File: src/rtl/pipe_ctrl_pkg.sv
// Shared pipeline-control definitions used by the hazard controller and the forwarding unit.
package pipe_ctrl_pkg;

  typedef enum logic [1:0] {
    FETCH = 2'd0,
    DATA  = 2'd1,
    HALT  = 2'd2
  } ctrl_state_t;

  localparam int MEM_LAT_DEF = 2;

  localparam logic [4:0] REG_ZERO = 5'd0;

endpackage

File: src/rtl/load_use_detect.sv
// Combinational load-use hazard check: the load in EX writes a register the instruction in ID reads.
module load_use_detect
  import pipe_ctrl_pkg::*;
(
  input  logic [4:0] rs1,
  input  logic [4:0] rs2,
  input  logic [4:0] rd,
  input  logic       memRead,
  output logic       hazard
);

  // x0 is hard-wired, so a load targeting it never creates a dependency.
  assign hazard = memRead && (rd != REG_ZERO) && ((rd == rs1) || (rd == rs2));

endmodule

File: src/rtl/hazard_controller.sv
// Steps the 5-stage pipeline around a shared single-ported memory and resolves
// load-use stalls, taken-branch flushes and ECALL/EBREAK halts at each advance.
module hazard_controller
  import pipe_ctrl_pkg::*;
#(
  parameter int MEM_LAT = MEM_LAT_DEF,
  parameter int CNT_W   = 3,
  parameter int PERF_W  = 16
) (
  input  logic              clk,
  input  logic              rst,
  input  logic [4:0]        IF_ID_RegisterRs1,
  input  logic [4:0]        IF_ID_RegisterRs2,
  input  logic [4:0]        ID_EX_RegisterRd,
  input  logic              ID_EX_MemRead,
  input  logic              EX_MEM_MemRead,
  input  logic              EX_MEM_MemWrite,
  input  logic              branch_taken,
  input  logic              halt_req,
  output logic              mem_sel,
  output logic              inst_latch,
  output logic              data_latch,
  output logic              advance,
  output logic              pc_write,
  output logic              IF_ID_write,
  output logic              IF_ID_flush,
  output logic              ID_EX_bubble,
  output logic              halted,
  output logic [PERF_W-1:0] stall_cnt
);

  localparam logic [CNT_W-1:0] CNT_LAST = CNT_W'(MEM_LAT - 1);

  ctrl_state_t      state, nextState;
  logic [CNT_W-1:0] cnt, cntNext;
  logic             loadUse;
  logic             lastCycle;
  logic             memOp;
  logic             stallInc;

  load_use_detect u_loadUse (
    .rs1     (IF_ID_RegisterRs1),
    .rs2     (IF_ID_RegisterRs2),
    .rd      (ID_EX_RegisterRd),
    .memRead (ID_EX_MemRead),
    .hazard  (loadUse)
  );

  assign lastCycle = (cnt == CNT_LAST);
  assign memOp     = EX_MEM_MemRead | EX_MEM_MemWrite;

  // NOTE: sequential state uses non-blocking assignments so every register
  // samples the pre-edge values, independent of process ordering.
  always_ff @(posedge clk or posedge rst) begin
    if (rst) begin
      state <= FETCH;
      cnt   <= '0;
    end else begin
      state <= nextState;
      cnt   <= cntNext;
    end
  end

  always_ff @(posedge clk or posedge rst) begin
    if (rst) begin
      stall_cnt <= '0;
    end else if (stallInc && (stall_cnt != '1)) begin
      stall_cnt <= stall_cnt + PERF_W'(1);
    end
  end

  // NOTE: every combinational output gets a default first, so no path
  // through the case statement can leave a value held (latch inference).
  always_comb begin
    nextState = state;
    cntNext   = cnt;
    case (state)
      FETCH: begin
        if (lastCycle) begin
          cntNext = '0;
          if (memOp)         nextState = DATA;
          else if (halt_req) nextState = HALT;
        end else begin
          cntNext = cnt + CNT_W'(1);
        end
      end
      DATA: begin
        if (lastCycle) begin
          cntNext   = '0;
          nextState = halt_req ? HALT : FETCH;
        end else begin
          cntNext = cnt + CNT_W'(1);
        end
      end
      HALT:    cntNext = '0;
      default: begin
        nextState = FETCH;
        cntNext   = '0;
      end
    endcase
  end

  always_comb begin
    mem_sel      = 1'b0;
    inst_latch   = 1'b0;
    data_latch   = 1'b0;
    advance      = 1'b0;
    pc_write     = 1'b0;
    IF_ID_write  = 1'b0;
    IF_ID_flush  = 1'b0;
    ID_EX_bubble = 1'b0;
    halted       = 1'b0;
    stallInc     = 1'b0;
    // Gated by rst so an aborted access cannot emit a latch or advance pulse.
    if (!rst) begin
      case (state)
        FETCH: begin
          inst_latch = lastCycle;
          advance    = lastCycle && !memOp;
        end
        DATA: begin
          mem_sel    = 1'b1;
          data_latch = lastCycle;
          advance    = lastCycle;
        end
        HALT:    halted = 1'b1;
        default: ;
      endcase

      if (advance) begin
        if (halt_req) begin
          ID_EX_bubble = 1'b1;
        end else if (branch_taken) begin
          pc_write     = 1'b1;
          IF_ID_write  = 1'b1;
          IF_ID_flush  = 1'b1;
          ID_EX_bubble = 1'b1;
        end else if (loadUse) begin
          // Holding PC and IF/ID discards this fetch; the same PC is refetched next step.
          ID_EX_bubble = 1'b1;
          stallInc     = 1'b1;
        end else begin
          pc_write    = 1'b1;
          IF_ID_write = 1'b1;
        end
      end
    end
  end

endmodule

File: config.mk
export PLATFORM = sky130hd
export DESIGN_NAME = hazard_controller
export DESIGN_NICKNAME = d
export VERILOG_FILES = /design/src/rtl/pipe_ctrl_pkg.sv /design/src/rtl/load_use_detect.sv /design/src/rtl/hazard_controller.sv
export SDC_FILE = /design/constraint.sdc
export NUM_CORES = 1
export LEC_CHECK = 0
export CORE_ASPECT_RATIO = 0.6
export CORE_MARGIN = 1.5
export CORE_UTILIZATION = 35
export CTS_CLUSTER_SIZE = 25
export DETAILED_ROUTE_END_ITERATION = 10
export HOLD_SLACK_MARGIN = 0.08
export PLACE_DENSITY = 0.76
export SLEW_MARGIN = 25
export SYNTH_ARGS = -nofsm -noshare
export SYNTH_HDL_FRONTEND = slang
export SYNTH_SLANG_ARGS = --single-unit
File: constraint.sdc
create_clock -name clk -period 2.8 [get_ports clk]
set_clock_uncertainty 0.15 [all_clocks]
set_input_delay 0.42 -clock clk [delete_from_list [all_inputs] [get_ports clk]]
set_output_delay 0.42 -clock clk [all_outputs]
set_load 0.01 [all_outputs]
Yosys cells after proc, flatten, opt, wreduce, memory -nomap -nowiden
Cells that the tools add are included.
{"block": "word_totals", "reg_bits": 21, "inputBits": 22, "word_cells": 63}
{"block": "op_classes", "addsub": 2, "eq_ne": 9, "muxes": 37, "bitwise": 2, "reduce_logical": 10}
{"op": "1-bit 2-to-1 mux", "count": 28}
{"op": "16-bit by 1-bit adder with 16-bit output, second input constant", "count": 1}
{"op": "16-bit inequality test, second input constant", "count": 1}
{"op": "5-bit equality test", "count": 2}
{"op": "2-bit 2-to-1 mux", "count": 5}
{"op": "3-bit 2-to-1 mux", "count": 2}
{"op": "2-bit one-hot mux with 3 select lines", "count": 1}
{"op": "5-bit nonzero test", "count": 1}
{"op": "1-bit logical AND", "count": 4}
{"op": "2-bit inequality test, second input constant", "count": 2}
{"op": "4-bit AND reduction", "count": 1}
{"op": "3-bit by 1-bit adder with 3-bit output, second input constant", "count": 1}
{"op": "3-bit by 1-bit equality test with 1-bit output, second input constant", "count": 1}
{"op": "3-bit inequality test, second input constant", "count": 1}
{"op": "2-bit by 1-bit equality test with 1-bit output, second input constant", "count": 1}
{"op": "2-bit equality test, second input constant", "count": 1}
{"op": "2-bit zero test", "count": 1}
{"op": "1-bit one-hot mux with 2 select lines", "count": 1}
{"op": "2-bit OR reduction", "count": 1}
{"op": "1-bit zero test", "count": 1}
{"op": "1-bit logical OR", "count": 1}
{"op": "1-bit NOT", "count": 1}
{"op": "1-bit OR", "count": 1}

Logic depth before layout (Yosys ltp)
{"block": "logic_depth", "depth_word": 9, "depth_mapped": 8, "ltp_nobuf": 7}

Hierarchy
Synthesis repeated with hierarchy kept, for this count alone.
{"block": "unflattened", "hier_cells": 125, "hier_area_um2": 1286.2}
{"module": "hazard_controller", "instances": 1, "cells_each": 108, "area_per_inst_um2": 1161.1}
{"module": "load_use_detect", "instances": 1, "cells_each": 17, "area_per_inst_um2": 125.1}

Worst setup path after synthesis
Ideal clock, no wire load.
{"block": "synth_path", "kind": "input to output", "from": "in ID_EX_RegisterRd[0]", "to": "out pc_write", "arrival_ns": 1.784, "slack_ns": 0.446, "cell_stages": 6, "n_path_buf": 1, "cell_sequence": "or4_1 o21ai_0 or2_2 nor2_1 nor3_1 buf_4"}
{"block": "synth_between", "elab_chain_len": 8, "word_cells_on_any_way": 11, "classes_between": "eq/ne (2); mux (5); reduce/logical (4)"}
{"element": "start: declaration", "line_no": "hazard_controller.sv:14", "rtl": "input logic [4:0] ID_EX_RegisterRd,"}
{"element": "5-bit equality test / 5-bit nonzero test (equally long branches)", "line_no": "load_use_detect.sv:13", "rtl": "assign hazard = memRead && (rd != REG_ZERO) && ((rd == rs1) || (rd == rs2));"}
{"element": "1-bit logical OR / 1-bit logical AND (equally long branches)", "line_no": "load_use_detect.sv:13"}
{"element": "1-bit logical AND (*)", "line_no": "load_use_detect.sv:13"}
{"element": "1-bit 2-to-1 mux (*) (5 in series)"}
{"element": "end: declaration", "line_no": "hazard_controller.sv:24", "rtl": "output logic pc_write,"}
Mark *: on every way between the ends. The rest lies on a longest branch, timed or not.

Final worst setup path
{"block": "layout_path", "from": "in ID_EX_RegisterRd[1]", "to": "out IF_ID_write"}
{"block": "layout_between", "elab_chain_len": 8, "word_cells_on_any_way": 11, "classes_between": "eq/ne (2); mux (5); reduce/logical (4)"}
{"element": "5-bit equality test / 5-bit nonzero test (equally long branches)", "line_no": "load_use_detect.sv:13"}
{"element": "1-bit logical OR / 1-bit logical AND (equally long branches)", "line_no": "load_use_detect.sv:13"}
{"element": "1-bit logical AND (*)", "line_no": "load_use_detect.sv:13"}
{"element": "1-bit 2-to-1 mux (*)", "line_no": "hazard_controller.sv:138", "rtl": "end else if (loadUse) begin"}
{"element": "1-bit 2-to-1 mux (*)", "line_no": "hazard_controller.sv:133", "rtl": "end else if (branch_taken) begin"}
{"element": "1-bit 2-to-1 mux (*)", "line_no": "hazard_controller.sv:131", "rtl": "if (halt_req) begin"}
{"element": "1-bit 2-to-1 mux (*)", "line_no": "hazard_controller.sv:130", "rtl": "if (advance) begin"}
{"element": "1-bit 2-to-1 mux (*)", "line_no": "hazard_controller.sv:115", "rtl": "if (!rst) begin"}
{"element": "end: declaration", "line_no": "hazard_controller.sv:25", "rtl": "output logic IF_ID_write,"}
Marks and branches as above.

==> impl_results.md <==
* Status: complete, no violations
* # setup viols final at 0
* CTS tree: built
* Number of global-route vias before repair at 942
* Largest net degree at the start of global routing at 22
* Final min period at 2.67 ns
* Synthesized instance count at 119
* GRT Util Overall at 15.0%
* Synth cell types at 29
* Hold crit path type: reg -> reg
* Final Wtd Congestion at 0.892
* CP Launch Type: input port
* Post-route ant nets at 0
* Max-slew violation count at 0
* Rows at 16
* Die area at 3740 µm²
* Fill cells at 305
* Net switching power of the design at 222 µW
* Max FO, Critical Path at 3
* Layout Nets at 194
* Initial antenna violation count at 0
* DP HPWL at 2150 µm
* Final Hold Violating Endpoints at 0
* Synth Area per Inst at 9.93 µm²
* First-pass GRT wire length at 4310 µm
* Worst slew pin tran at 0.779 ns
* Cell area after synthesis at 1180 µm²
* H-tree depth at 1
* Util after Layout at 54.4%
* CTS Sinks at 21
* # diodes at 0
* Crit path DAT at 2.10 ns
* Drt drc at 0
* Worst vdd ir at 358 µV
* Grt ovf at 0
* WL final at 2810 µm
* Syn_nets at 142
* Core ar. at 3240 µm²
* Fin crit share at 95.4%
* Seq pwr share at 46.0%
* Rel. slew slack at 48.0%
* CTS Buffer Depth at 2
* Die width at 78.0 µm
* Hold Worst Slack at 0.338 ns
* Number of synthesized register bits at 21
* Worst setup path category: in -> out
* Clock power frac at 25.1%
* Sequential fraction of the synthesis area at 44.5%
* Max-Cap Viols at 0
* Clock Latency Late Sink at 0.26 ns
* Pleak at 0.770 nW
* Total number of vias at 1036
* Net Sw Frac at 28.8%
* Vias per Instance at 4.82
* TritonCTS buffer count at 3
* Layout cells sized above 1 at 11.2%
* Root Buffer: clkbuf_8
* Synthesis Warnings at 0
* Int Power at 551 µW
* Layout area overhead at 49.3%
* P per Cell Area at 438 nW/µm²
* Post-CTS Hold Fix Bufs at 0
* Iter 0 DRT Violations at 39
* Peak Freq at 0.375 GHz
* Wire per inst at 13.1 µm
* Crit end category: output pin
* Critical Path RT at 2.23 ns
* # IOs at 47
* Setup ws final at 0.130 ns
* Reg clk slew, reported paths at 0.07 ns
* Gate power share at 28.9%
* Setup WS pre-CTS at -0.370 ns
* Die Y at 48 µm
* IO buf count at 46
* Drt pass-1 iters at 4
* Starting density of the core at 36.4%
## worst paths after layout
check	endpoint	depth (start not counted)	slack, ns	start
max	IF_ID_write	8	0.13	ID_EX_RegisterRd[1]
min	cnt[0]	1	0.34	cnt[0]
max reg2reg	stall_cnt[1]	6	0.34	stall_cnt[0]
min reg2reg	cnt[0]	1	0.34	cnt[0]
max in group asynchronous	stall_cnt[2]	2	1.45	rst
min in group asynchronous	state[1]	2	0.56	rst
## synthesized netlist by cell type
cell type | count | share of area [%]
a21oi_1 | 2 | 0.85
nor3b_4 | 1 | 1.6
xnor2_1 | 12 | 8.9
nand4_1 | 5 | 2.6
mux2_2 | 3 | 2.9
nor3_1 | 7 | 3.0
nand3_1 | 8 | 3.4
inv_1 | 3 | 0.95
a311o_1 | 1 | 0.85
o21ai_0 | 1 | 0.42
nor2_1 | 11 | 3.5
nand2b_1 | 2 | 1.1
nand2_1 | 9 | 2.9
nor2_4 | 1 | 0.95
dfrtp_1 | 21 | 44
nand3b_1 | 1 | 0.64
a22oi_1 | 1 | 0.64
buf_6 | 1 | 0.95
clkbuf_1 | 1 | 0.32
and4_1 | 2 | 1.5
nand4b_1 | 1 | 0.74
and3_1 | 6 | 3.2
o21bai_1 | 1 | 0.64
or4_1 | 1 | 0.64
ha_1 | 1 | 1.1
xor2_1 | 13 | 9.6
nor3b_1 | 1 | 0.64
or2_2 | 1 | 0.53
buf_4 | 1 | 0.64
## final cells by class
cell class | instances | area [µm²] | share of cell area [%]
Sequential cell | 21 | 526 | 29.8
Tap cell | 45 | 56.3 | 3.19
Multi-Input combinational cell | 92 | 637 | 36.1
Timing Repair Buffer | 50 | 487 | 27.6
Clock inverter | 1 | 5.00 | 0.284
Inverter | 3 | 11.3 | 0.639
Clock buffer | 3 | 41.3 | 2.34
## cell families after synthesis
group | Yosys count | share of synthesized area, %
and+or+nand+nor | 57 | 26.8
xor gates and xnor gates | 25 | 18.5
DFF | 21 | 44.5
AOI/OAI and AO/OA | 6 | 3.39
buffers and inverters | 6 | 2.86
muxes | 3 | 2.86
adders and majority gates | 1 | 1.06
## flip-flops by register name (all words and copies together), names as in the netlist
register and cells:
cnt 3, stall_cnt 16, state 2
## per-layer routing
metal  GRT usage [%]  up-vias  routed length (µm)
met3            5.33        2                 266
met5               0        -                   0
li1                -      511                   -
met1            20.0      478                1330
met2            24.7       45                1210
met4            2.14        0                   8
## power groups by stage
| stage | Sequential [mW] | Combinational, mW | Clock [mW] |
|---|---|---|---|
| floorplan | 0.345 | 0.133 | 0 |
| detailed placement | 0.360 | 0.223 | 0 |
| global placement | 0.358 | 0.219 | 0 |
| finish | 0.356 | 0.223 | 0.194 |
| CTS | 0.354 | 0.221 | 0.199 |
| global route | 0.361 | 0.245 | 0.211 |
## critical path, cell delays in order
cell	delay [ns]
clkdlybuf4s50_1	0.49
xor2_1	0.19
nor2_1	0.11
a22oi_1	0.11
or2_2	0.32
nor2_1	0.12
nor3_2	0.06
dlygate4sd2_1	0.28
## repair_timing
action | 4_1_cts | 5_1_grt
pin swaps | 0 | 2
buffers inserted | 0 | 1
gates resized for setup | 10 | 6
cloned | 0 | 0
endpoints found under the setup margin | 3 | 4
hold endpoints to repair | 0 | 0
## stage by stage
step | power (mW) | setup TNS, ns | std cells | instance area [µm²]
after floorplan | 0.478 | 0 | 119 | 1180
after global placement | 0.577 | -0.909 | 210 | 1700
final | 0.773 | 0 | 215 | 1760
after CTS | 0.775 | 0 | 214 | 1750
after detailed placement | 0.583 | -1.07 | 210 | 1700
after global routing | 0.817 | -0.0144 | 215 | 1760
## cell usage in the layout (no fill, tap or decap), types with 4 or more instances in the layout
cell type,count
clkdlybuf4s50_1,39
dfrtp_1,21
xor2_1,13
xnor2_1,12
nor2_1,10
nand2_1,9
nand3_1,8
nor3_1,6
and3_1,6
nand4_1,5
buf_4,4
Note: power is estimated with default switching activity, not from simulation.
